**src/rtl/discharge_pkg.sv**
```systemverilog
// Shared types and helpers for the EDM discharge pulse sequencer.
package discharge_pkg;

  typedef enum logic [2:0] {
    IDLE,
    BLANK,
    WAIT_BD,
    DISCHARGE,
    OFF
  } state_t;

  // One-hot so it can drive the statistics counters directly.
  typedef enum logic [2:0] {
    C_NONE   = 3'b000,
    C_NULL   = 3'b001,
    C_NORMAL = 3'b010,
    C_SHORT  = 3'b100
  } cls_t;

  function automatic logic [7:0] leg_mask(input logic [3:0] ip);
    logic [3:0] n;
    logic [8:0] m;
    if (ip == 4'd0) n = 4'd1;
    else if (ip > 4'd8) n = 4'd8;
    else n = ip;
    m = (9'd1 << n) - 9'd1;
    return m[7:0];
  endfunction

  function automatic logic [15:0] at_least_one(input logic [15:0] v);
    return (v == 16'd0) ? 16'd1 : v;
  endfunction

endpackage

```
**src/rtl/discharge_pulse_ctrl_cnt.sv**
```systemverilog
// Saturating null/normal/short pulse counters with a clear strobe.
module pulse_stat_cnt
  import discharge_pkg::*;
(
  input  logic       clk,
  input  logic       rst_n,
  input  logic       clr,
  input  logic [2:0] hit,
  output logic [7:0] null_num,
  output logic [7:0] normal_num,
  output logic [7:0] short_num
);

  function automatic logic [7:0] sat_inc(
    input logic [7:0] c,
    input logic       en
  );
    return (en && c != 8'hFF) ? c + 8'd1 : c;
  endfunction

  always_ff @(posedge clk) begin
    if (!rst_n || clr) begin
      null_num   <= 8'd0;
      normal_num <= 8'd0;
      short_num  <= 8'd0;
    end else begin
      null_num   <= sat_inc(null_num, hit[0]);
      normal_num <= sat_inc(normal_num, hit[1]);
      short_num  <= sat_inc(short_num, hit[2]);
    end
  end

endmodule

```
**src/rtl/discharge_pulse_ctrl.sv**
```systemverilog
// EDM discharge pulse sequencer: gate-on, breakdown wait, Ton, Toff,
// and per-pulse null/normal/short classification.
module discharge_pulse_ctrl
  import discharge_pkg::*;
#(
  parameter int          TICK_DIV    = 10,
  parameter logic [15:0] V_BREAK_TH  = 16'd1200,
  parameter logic [15:0] V_SHORT_TH  = 16'd300,
  parameter int          BLANK_TICKS = 4,
  parameter logic [15:0] MAX_WAIT    = 16'd2000
) (
  input  logic        sys_clk,
  input  logic        rst_n,
  input  logic        is_machine,
  input  logic [15:0] Ton_data,
  input  logic [15:0] Toff_data,
  input  logic [15:0] Ip_data,
  input  logic [15:0] sample_voltage,
  input  logic        cnt_clr,
  output logic [7:0]  pwm,
  output logic [1:0]  pwm_q,
  output logic        pulse_start,
  output logic        pulse_done,
  output logic [7:0]  null_pulse_num,
  output logic [7:0]  normal_pulse_num,
  output logic [7:0]  short_pulse_num
);

  localparam int PW = (TICK_DIV > 1) ? $clog2(TICK_DIV) : 1;

  logic [PW-1:0] pre;
  logic          tick;
  logic          expired;
  state_t        state;
  state_t        state_n;
  logic [15:0]   tmr;
  logic [15:0]   tmr_n;
  logic [15:0]   ton_q;
  logic [15:0]   toff_q;
  logic [7:0]    mask_q;
  logic [7:0]    mask_n;
  logic          load;
  logic          on_n;
  logic          unused_ip;
  cls_t          cls;

  assign tick      = (pre == PW'(TICK_DIV - 1));
  assign expired   = tick && (tmr <= 16'd1);
  assign unused_ip = ^Ip_data[15:4];
  assign mask_n    = load ? leg_mask(Ip_data[3:0]) : mask_q;
  assign on_n      = (state_n == BLANK) ||
                     (state_n == WAIT_BD) ||
                     (state_n == DISCHARGE);

  always_ff @(posedge sys_clk) begin
    if (!rst_n) pre <= '0;
    else if (tick) pre <= '0;
    else pre <= pre + PW'(1);
  end

  always_comb begin
    state_n = state;
    tmr_n   = tmr;
    cls     = C_NONE;
    load    = 1'b0;
    unique case (state)
      IDLE: begin
        if (is_machine) begin
          state_n = BLANK;
          load    = 1'b1;
          tmr_n   = 16'(BLANK_TICKS);
        end
      end
      BLANK: begin
        if (!is_machine) begin
          state_n = IDLE;
        end else if (expired) begin
          state_n = WAIT_BD;
          tmr_n   = MAX_WAIT;
        end else if (tick) begin
          tmr_n = tmr - 16'd1;
        end
      end
      WAIT_BD: begin
        if (!is_machine) begin
          state_n = IDLE;
        end else if (sample_voltage < V_SHORT_TH) begin
          state_n = OFF;
          cls     = C_SHORT;
          tmr_n   = toff_q;
        end else if (sample_voltage < V_BREAK_TH) begin
          state_n = DISCHARGE;
          tmr_n   = ton_q;
        end else if (expired) begin
          state_n = OFF;
          cls     = C_NULL;
          tmr_n   = toff_q;
        end else if (tick) begin
          tmr_n = tmr - 16'd1;
        end
      end
      DISCHARGE: begin
        if (!is_machine) begin
          state_n = IDLE;
        end else if (expired) begin
          state_n = OFF;
          cls     = C_NORMAL;
          tmr_n   = toff_q;
        end else if (tick) begin
          tmr_n = tmr - 16'd1;
        end
      end
      OFF: begin
        if (expired) begin
          if (is_machine) begin
            state_n = BLANK;
            load    = 1'b1;
            tmr_n   = 16'(BLANK_TICKS);
          end else begin
            state_n = IDLE;
          end
        end else if (tick) begin
          tmr_n = tmr - 16'd1;
        end
      end
      default: state_n = IDLE;
    endcase
  end

  // Outputs are registered from the next state so they line up with it.
  always_ff @(posedge sys_clk) begin
    if (!rst_n) begin
      state       <= IDLE;
      tmr         <= 16'd0;
      ton_q       <= 16'd0;
      toff_q      <= 16'd0;
      mask_q      <= 8'd0;
      pwm         <= 8'd0;
      pwm_q       <= 2'b00;
      pulse_start <= 1'b0;
      pulse_done  <= 1'b0;
    end else begin
      state <= state_n;
      tmr   <= tmr_n;
      if (load) begin
        ton_q  <= at_least_one(Ton_data);
        toff_q <= at_least_one(Toff_data);
        mask_q <= mask_n;
      end
      pwm         <= on_n ? mask_n : 8'h00;
      pwm_q       <= on_n ? 2'b11 : 2'b00;
      pulse_start <= load;
      pulse_done  <= (state_n == OFF) && (state != OFF);
    end
  end

  pulse_stat_cnt u_cnt (
    .clk        (sys_clk),
    .rst_n      (rst_n),
    .clr        (cnt_clr),
    .hit        (cls),
    .null_num   (null_pulse_num),
    .normal_num (normal_pulse_num),
    .short_num  (short_pulse_num)
  );

endmodule
```
**config.mk**
```make
export PLATFORM = sky130hd
export DESIGN_NAME = discharge_pulse_ctrl
export DESIGN_NICKNAME = d
export VERILOG_FILES = /design/src/rtl/discharge_pkg.sv /design/src/rtl/discharge_pulse_ctrl_cnt.sv /design/src/rtl/discharge_pulse_ctrl.sv
export SDC_FILE = /design/constraint.sdc
export NUM_CORES = 1
export LEC_CHECK = 0
export BUFFER_PORTS_ARGS = -buffer_cell sky130_fd_sc_hd__buf_2
export CAP_MARGIN = 20
export CORE_ASPECT_RATIO = 0.9
export CORE_MARGIN = 5
export CORE_UTILIZATION = 51
export CTS_BUF_LIST = sky130_fd_sc_hd__clkbuf_8
export DETAILED_ROUTE_END_ITERATION = 7
export GPL_ROUTABILITY_DRIVEN = 0
export GPL_TIMING_DRIVEN = 0
export HOLD_SLACK_MARGIN = 0.05
export PLACE_DENSITY = 0.86
export SYNTH_ARGS = -nofsm -noshare
export SYNTH_HDL_FRONTEND = slang
export SYNTH_HIERARCHICAL = 1
export SYNTH_SLANG_ARGS = --single-unit
```
**constraint.sdc**
```tcl
create_clock -name sys_clk -period 3.3 [get_ports sys_clk]
set_input_delay 0.99 -clock sys_clk [delete_from_list [all_inputs] [get_ports sys_clk]]
set_output_delay 0.99 -clock sys_clk [all_outputs]
set_load 0.005 [all_outputs]
```
* Yosys cells after proc, flatten, opt, wreduce, memory -nomap -nowiden
Index checks and enable logic that the tools add are counted.
** Word-level totals
- Input bits :: 68
- Output and inout bits :: 36
- Word-level logic and storage cells :: 96
- Register bits :: 99
** Cells by class
- Bitwise gates (word level) :: 1
- Reductions and logical operators :: 17
- Shift-type cells :: 1
- Add/sub/neg operators :: 6
- Muxes and demuxes :: 38
- $lt $le $gt $ge :: 4
- Eq/ne operators :: 16
** Operator list (count)
- 2-to-1 mux 16 bit :: 12
- one-hot mux 16 bit (5 select lines) :: 1
- 2-to-1 mux 3 bit :: 11
- zero test 16 bit :: 2
- adder 8 x 1 -> 8 bit (second input constant) :: 3
- inequality test 8 bit (second input constant) :: 3
- less-or-equal comparator 16 x 1 -> 1 bit (second input constant) :: 1
- < comparator 16 x 11 -> 1 bit (second input constant) :: 1
- < comparator 16 x 9 -> 1 bit (second input constant) :: 1
- subtractor 16 x 1 -> 16 bit (second input constant) :: 1
- one-hot mux 3 bit (5 select lines) :: 1
- equality test 3 x 2 -> 1 bit (second input constant) :: 4
- 2-to-1 mux 4 bit :: 2
- 2-to-1 mux 8 bit :: 1
- left shift 1 x 4 -> 8 bit (first input constant) :: 1
- subtractor 8 x 1 -> 8 bit (second input constant) :: 1
- equality test 3 x 1 -> 1 bit (second input constant) :: 2
- equality test 3 bit (second input constant) :: 2
- 2-to-1 mux 2 bit :: 3
- inequality test 2 bit (second input constant) :: 3
- one-hot mux 3 bit (2 select lines) :: 1
- logical AND 1 bit :: 5
- 2-to-1 mux 1 bit :: 5
- nonzero test 5 bit :: 1
- 13 further kinds :: 15

* Longest topological paths before layout
- Word-level depth :: 11
- Depth in mapped cells :: 11
- Mapped depth without buffers :: 9

* Cells and area by module
The synthesis kept the hierarchy.
** Modules (own cells, without submodules)
- discharge_pulse_ctrl :: area an instance 3866.2 sq um, times used 1, cells each 509
- pulse_stat_cnt :: area an instance 1182.4 sq um, times used 1, cells each 133

* Worst setup path after synthesis
OpenSTA, ideal clock, no wires.
- Path kind :: input -> register
- From :: in sample_voltage[6]
- To :: reg u_cnt.short_num[6]
- Library setup time :: 0.115 ns
- Cell stages on the path :: 6
- Data required time :: 3.185 ns
- Path slack :: 0.478 ns
- Path buffers :: 0
- Arrival :: 2.707 ns
- Cell sequence :: o21ai_0 > o211ai_1 > nor4_1 > nand3_2 > or4_1 > and3_1
** On the way
- Cells in the longest elaborated chain, start to end :: 5
** RTL lines
- from (decl) :: line discharge_pulse_ctrl.sv:18 : input logic [15:0] sample_voltage,
- < comparator 16 x 9 -> 1 bit :: line discharge_pulse_ctrl.sv:87 : end else if (sample_voltage < V_SHORT_TH) begin
- 2-to-1 mux 3 bit :: line discharge_pulse_ctrl.sv:87
- 2-to-1 mux 3 bit :: line discharge_pulse_ctrl.sv:85 : if (!is_machine) begin
- one-hot mux 3 bit (2 select lines) :: line discharge_pulse_ctrl.sv:66 : unique case (state)
- via cls[2] :: line discharge_pulse_ctrl.sv:45 : cls_t cls;
- logical AND 1 bit :: line discharge_pulse_ctrl_cnt.sv:18 : return (en && c != 8'hFF) ? c + 8'd1 : c;
- to (signal assigned) :: line discharge_pulse_ctrl_cnt.sv:29 : short_num <= sat_inc(short_num, hit[2]);
- to (decl) :: line discharge_pulse_ctrl_cnt.sv:11 : output logic [7:0] short_num
The timed path passes the listed nets, and every way through them passes these cells.
A chain may end at the register's enable or synchronous reset.

* Worst setup path after layout
- From :: in sample_voltage[7]
- To :: reg tmr[0]
** On the way
- Cells in the longest elaborated chain, start to end :: 5
- Elaborated cells between the ends (all ways) :: 6
** RTL lines
- < comparator 16 x 11 -> 1 bit :: line discharge_pulse_ctrl.sv:91 : end else if (sample_voltage < V_BREAK_TH) begin
- 2-to-1 mux 16 bit :: line discharge_pulse_ctrl.sv:91
- 2-to-1 mux 16 bit (*) :: line discharge_pulse_ctrl.sv:87
- 2-to-1 mux 16 bit (*) :: line discharge_pulse_ctrl.sv:85
- one-hot mux 16 bit (5 select lines) (*) :: line discharge_pulse_ctrl.sv:66
- to (signal assigned) :: line discharge_pulse_ctrl.sv:144 : tmr <= tmr_n;
- to (decl) :: line discharge_pulse_ctrl.sv:36 : logic [15:0] tmr;
Mark *: on every way between the ends. The rest lies on a longest branch, timed or not. The select of a mux whose other input is x is not followed.

==> out/qor.yml <==
floorplanning:
  start_util: 0.523
  die_h_um: 104
  rows: 34
  die_w_um: 115
  ioPinCount: 104
  dieArea_sq_um: 12000
  core_area_sq_um: 9660
critical_path:
  crit_path_end_kind: "register"
  cp.required_ps: 3530
  arrival_ps: 3310
  slowest_stage: "a211oi_1"
  path_common_cell: "a211oi_1"
  path_cells: "buf_2, a211oi_1, nand2_1, a21o_1, a211oi_1, nor2_1, a22oi_1, o22ai_1"
  path_class: "input port to register"
  max_stage_delay_ps: 920
  crit_fanout: 8
  startpoint_type: "input port"
finish:
  fin_area_sq_um: 5840
  area_growth_pct: 15.6
  seqCellArea_sq_um: 1960
  instances_no_fill: 873
  drive_gt1_frac: 0.185
  fin_nets: 818
  nFillCells: 828
  num_antenna_cells: 0
  multi_input_area_sq_um: 2910
synthesis:
  yosysWarnings: 6
  synth_fa_ha_area_frac: 0.0198
  ys_seq_area_frac: 0.389
  ys_seq_elements: 98
  async_flop_share: 0
  synth_xor_area_frac: 0.0191
  yosys.area_share.simple: 0.286
  ys.flop_type: "dfxtp_1"
  synth_mux_area_frac: 0.0159
  syn_avg_cell_area_sq_um: 7.86
  syn_inst: 642
  synthesis.nets: 718
  synth_edf_count: 0
  synth_area_sq_um: 5050
  yosysUniqueCellTypes: 68
  synth_compound_area_frac: 0.234
  synth_top_family_by_area: "simple AND/OR/NAND/NOR gates"
route:
  avgViaCountPerCell: 6.14
  first_iter_violations: 810
  firstDrtPassIters: 6
  vias: 5357
  drcViolationCount: 0
  wl_um: 14400
  antenna_left: 0
  post_drt_wl_per_cell_um: 16.5
placed_design:
  place_area_sq_um: 5650
  hpwlAfterDp_um: 10900
  dp.cells: 857
  port_buffers: 89
  place_ws_ps: -96.3
sta:
  setup_viol: 0
  drv_slew: 0
  timing.fmax_mhz: 325
  final.min_clock_period_ps: 3080
  slew_headroom: 0.293
  rsz0062_at_grt: "no"
  fin_ws_ps: 221
  post-route-period-util: 0.933
  finClkSkew_ps: 12.6
  tightest_slew_ps: 1050
  hold_viol: 0
  final.setup.tns_ps: 0
clock_network:
  clk_pin_slew_worst_paths_ps: 110
  cts-root-buf: "clkbuf_8"
  cts_hold_buf: 0
  htreeDepth: 3
  postCtsSetupBuffers: 0
  numCtsBuffers: 9
  tritoncts: "done"
  cts_resized: 0
  clock_sinks: 98
  clock_latency_ps: 370
  ctsLongestPathBuffers: 2
pwr:
  ir_drop_uv: 197
  p_leak_nw: 2.30
  powerDensity_nw_per_um2: 391
global_routing:
  grt_pass1_vias: 5077
  antenna_found_initial: 0
  track_usage: 0.239
  grt_max_degree: 19
  grt_first_pass_wirelength_um: 23800
  grt_overflow: 0
hold_path:
  hold_path_class: "register to register"
run:
  max_cap_viol_count: 0
outcome:
  outcome: "finished clean"
-- power breakdown --
part           leakage (nW)  switching, mW  internal, mW
sequential            0.801         0.0343          1.23
combinational          1.41          0.169         0.106
clock                0.0901          0.453         0.289
-- state kept, by name (all words and copies together), names as in the netlist, 3 cells and up --
signal / count
pre: 4
tmr: 16
pwm: 8
mask_q: 8
toff_q: 16
u_cnt/short_num: 8
state: 3
ton_q: 16
u_cnt/normal_num: 8
u_cnt/null_num: 8
-- area by class of cell --
cell class / count / area share
Multi-Input combinational cell: 503 / 0.498
Buffer: 31 / 0.0240
Inverter: 10 / 0.00643
Clock buffer: 9 / 0.0212
Tap cell: 126 / 0.0270
Sequential cell: 98 / 0.336
Clock inverter: 7 / 0.0103
Timing Repair Buffer: 89 / 0.0763
-- worst max-delay path: cells and delay by family --
kind            cells  cell delay (ps)
compound gates      5             1790
simple gates        2              420
buf+inv             1              110
-- cell usage after synthesis, types with 3 or more instances --
master	count	share of area
nor3b_1	3	0.0045
a31oi_1	13	0.016
nor4b_1	4	0.0069
nor4_1	11	0.014
or2_2	3	0.0037
a211oi_1	15	0.022
nor3_1	31	0.031
and4_1	5	0.0087
a21o_1	5	0.0074
xor2_1	4	0.0069
a21oi_1	68	0.067
nand2_1	112	0.083
mux2i_1	8	0.016
and3_1	9	0.011
a41oi_1	6	0.010
a21boi_1	3	0.0045
clkbuf_1	19	0.014
nand2b_1	6	0.0074
a221oi_1	4	0.0069
nor2b_1	10	0.012
nor2_1	53	0.039
a211o_1	3	0.0052
dfxtp_1	98	0.39
buf_2	10	0.0099
nand3_1	9	0.0089
a22oi_1	3	0.0045
a311oi_1	4	0.0069
o211ai_1	6	0.0089
or3_1	6	0.0074
inv_1	9	0.0067
ha_1	8	0.020
nor3_2	3	0.0059
xnor2_1	7	0.012
o21ai_0	27	0.027
nand4_1	10	0.012
-- logic make-up after synthesis --
family                   after synthesis
flip-flops                            98
multiplexers                           8
buffers and inverters                 41
AO/OA/AOI/OAI                        183
AND/OR/NAND/NOR                      292
adder cells (fa/ha/maj)                8
XOR/XNOR                              11
other                                  1
-- metal layers --
metal,up-vias,track usage,share of wire
li1,2550,-,-
met1,2428,0.304,0.41
met2,319,0.387,0.47
met3,60,0.0535,0.093
met4,0,0.0989,0.033
met5,-,0,0
-- cells in the final DEF (no fill, tap or decap), types with 7 or more instances in the layout --
| cell type | synthesis | final |
|---|---|---|
| a211oi_1 | 15 | 15 |
| a21oi_1 | 68 | 68 |
| a31oi_1 | 13 | 13 |
| and3_1 | 9 | 9 |
| buf_2 | 10 | 99 |
| clkbuf_1 | 19 | 19 |
| clkbuf_8 | 0 | 9 |
| dfxtp_1 | 98 | 98 |
| ha_1 | 8 | 8 |
| inv_1 | 9 | 9 |
| mux2i_1 | 8 | 8 |
| nand2_1 | 112 | 112 |
| nand3_1 | 9 | 9 |
| nand4_1 | 10 | 10 |
| nor2_1 | 53 | 53 |
| nor2b_1 | 10 | 10 |
| nor3_1 | 31 | 31 |
| nor4_1 | 11 | 11 |
| o21ai_0 | 27 | 27 |
| xnor2_1 | 7 | 7 |
-- through the flow --
step                hold WS [ps]  utilization  power [mW]
floorplan                    433            -        1.45
global route                 501        0.604        2.38
global placement             443        0.585        1.54
detailed placement           452        0.585        1.56
CTS                          468        0.604        2.29
finish                       470        0.604        2.28
-- worst paths after layout --
check             slack (ps)  cells past startpoint               from   endpoint
setup reg to reg         370                      7             tmr[3]     tmr[5]
hold / removal           470                      2          ton_q[11]  ton_q[11]
hold reg to reg          470                      2          ton_q[11]  ton_q[11]
setup / recovery         220                      8  sample_voltage[7]     tmr[0]
(Power assumes the default switching activity.)
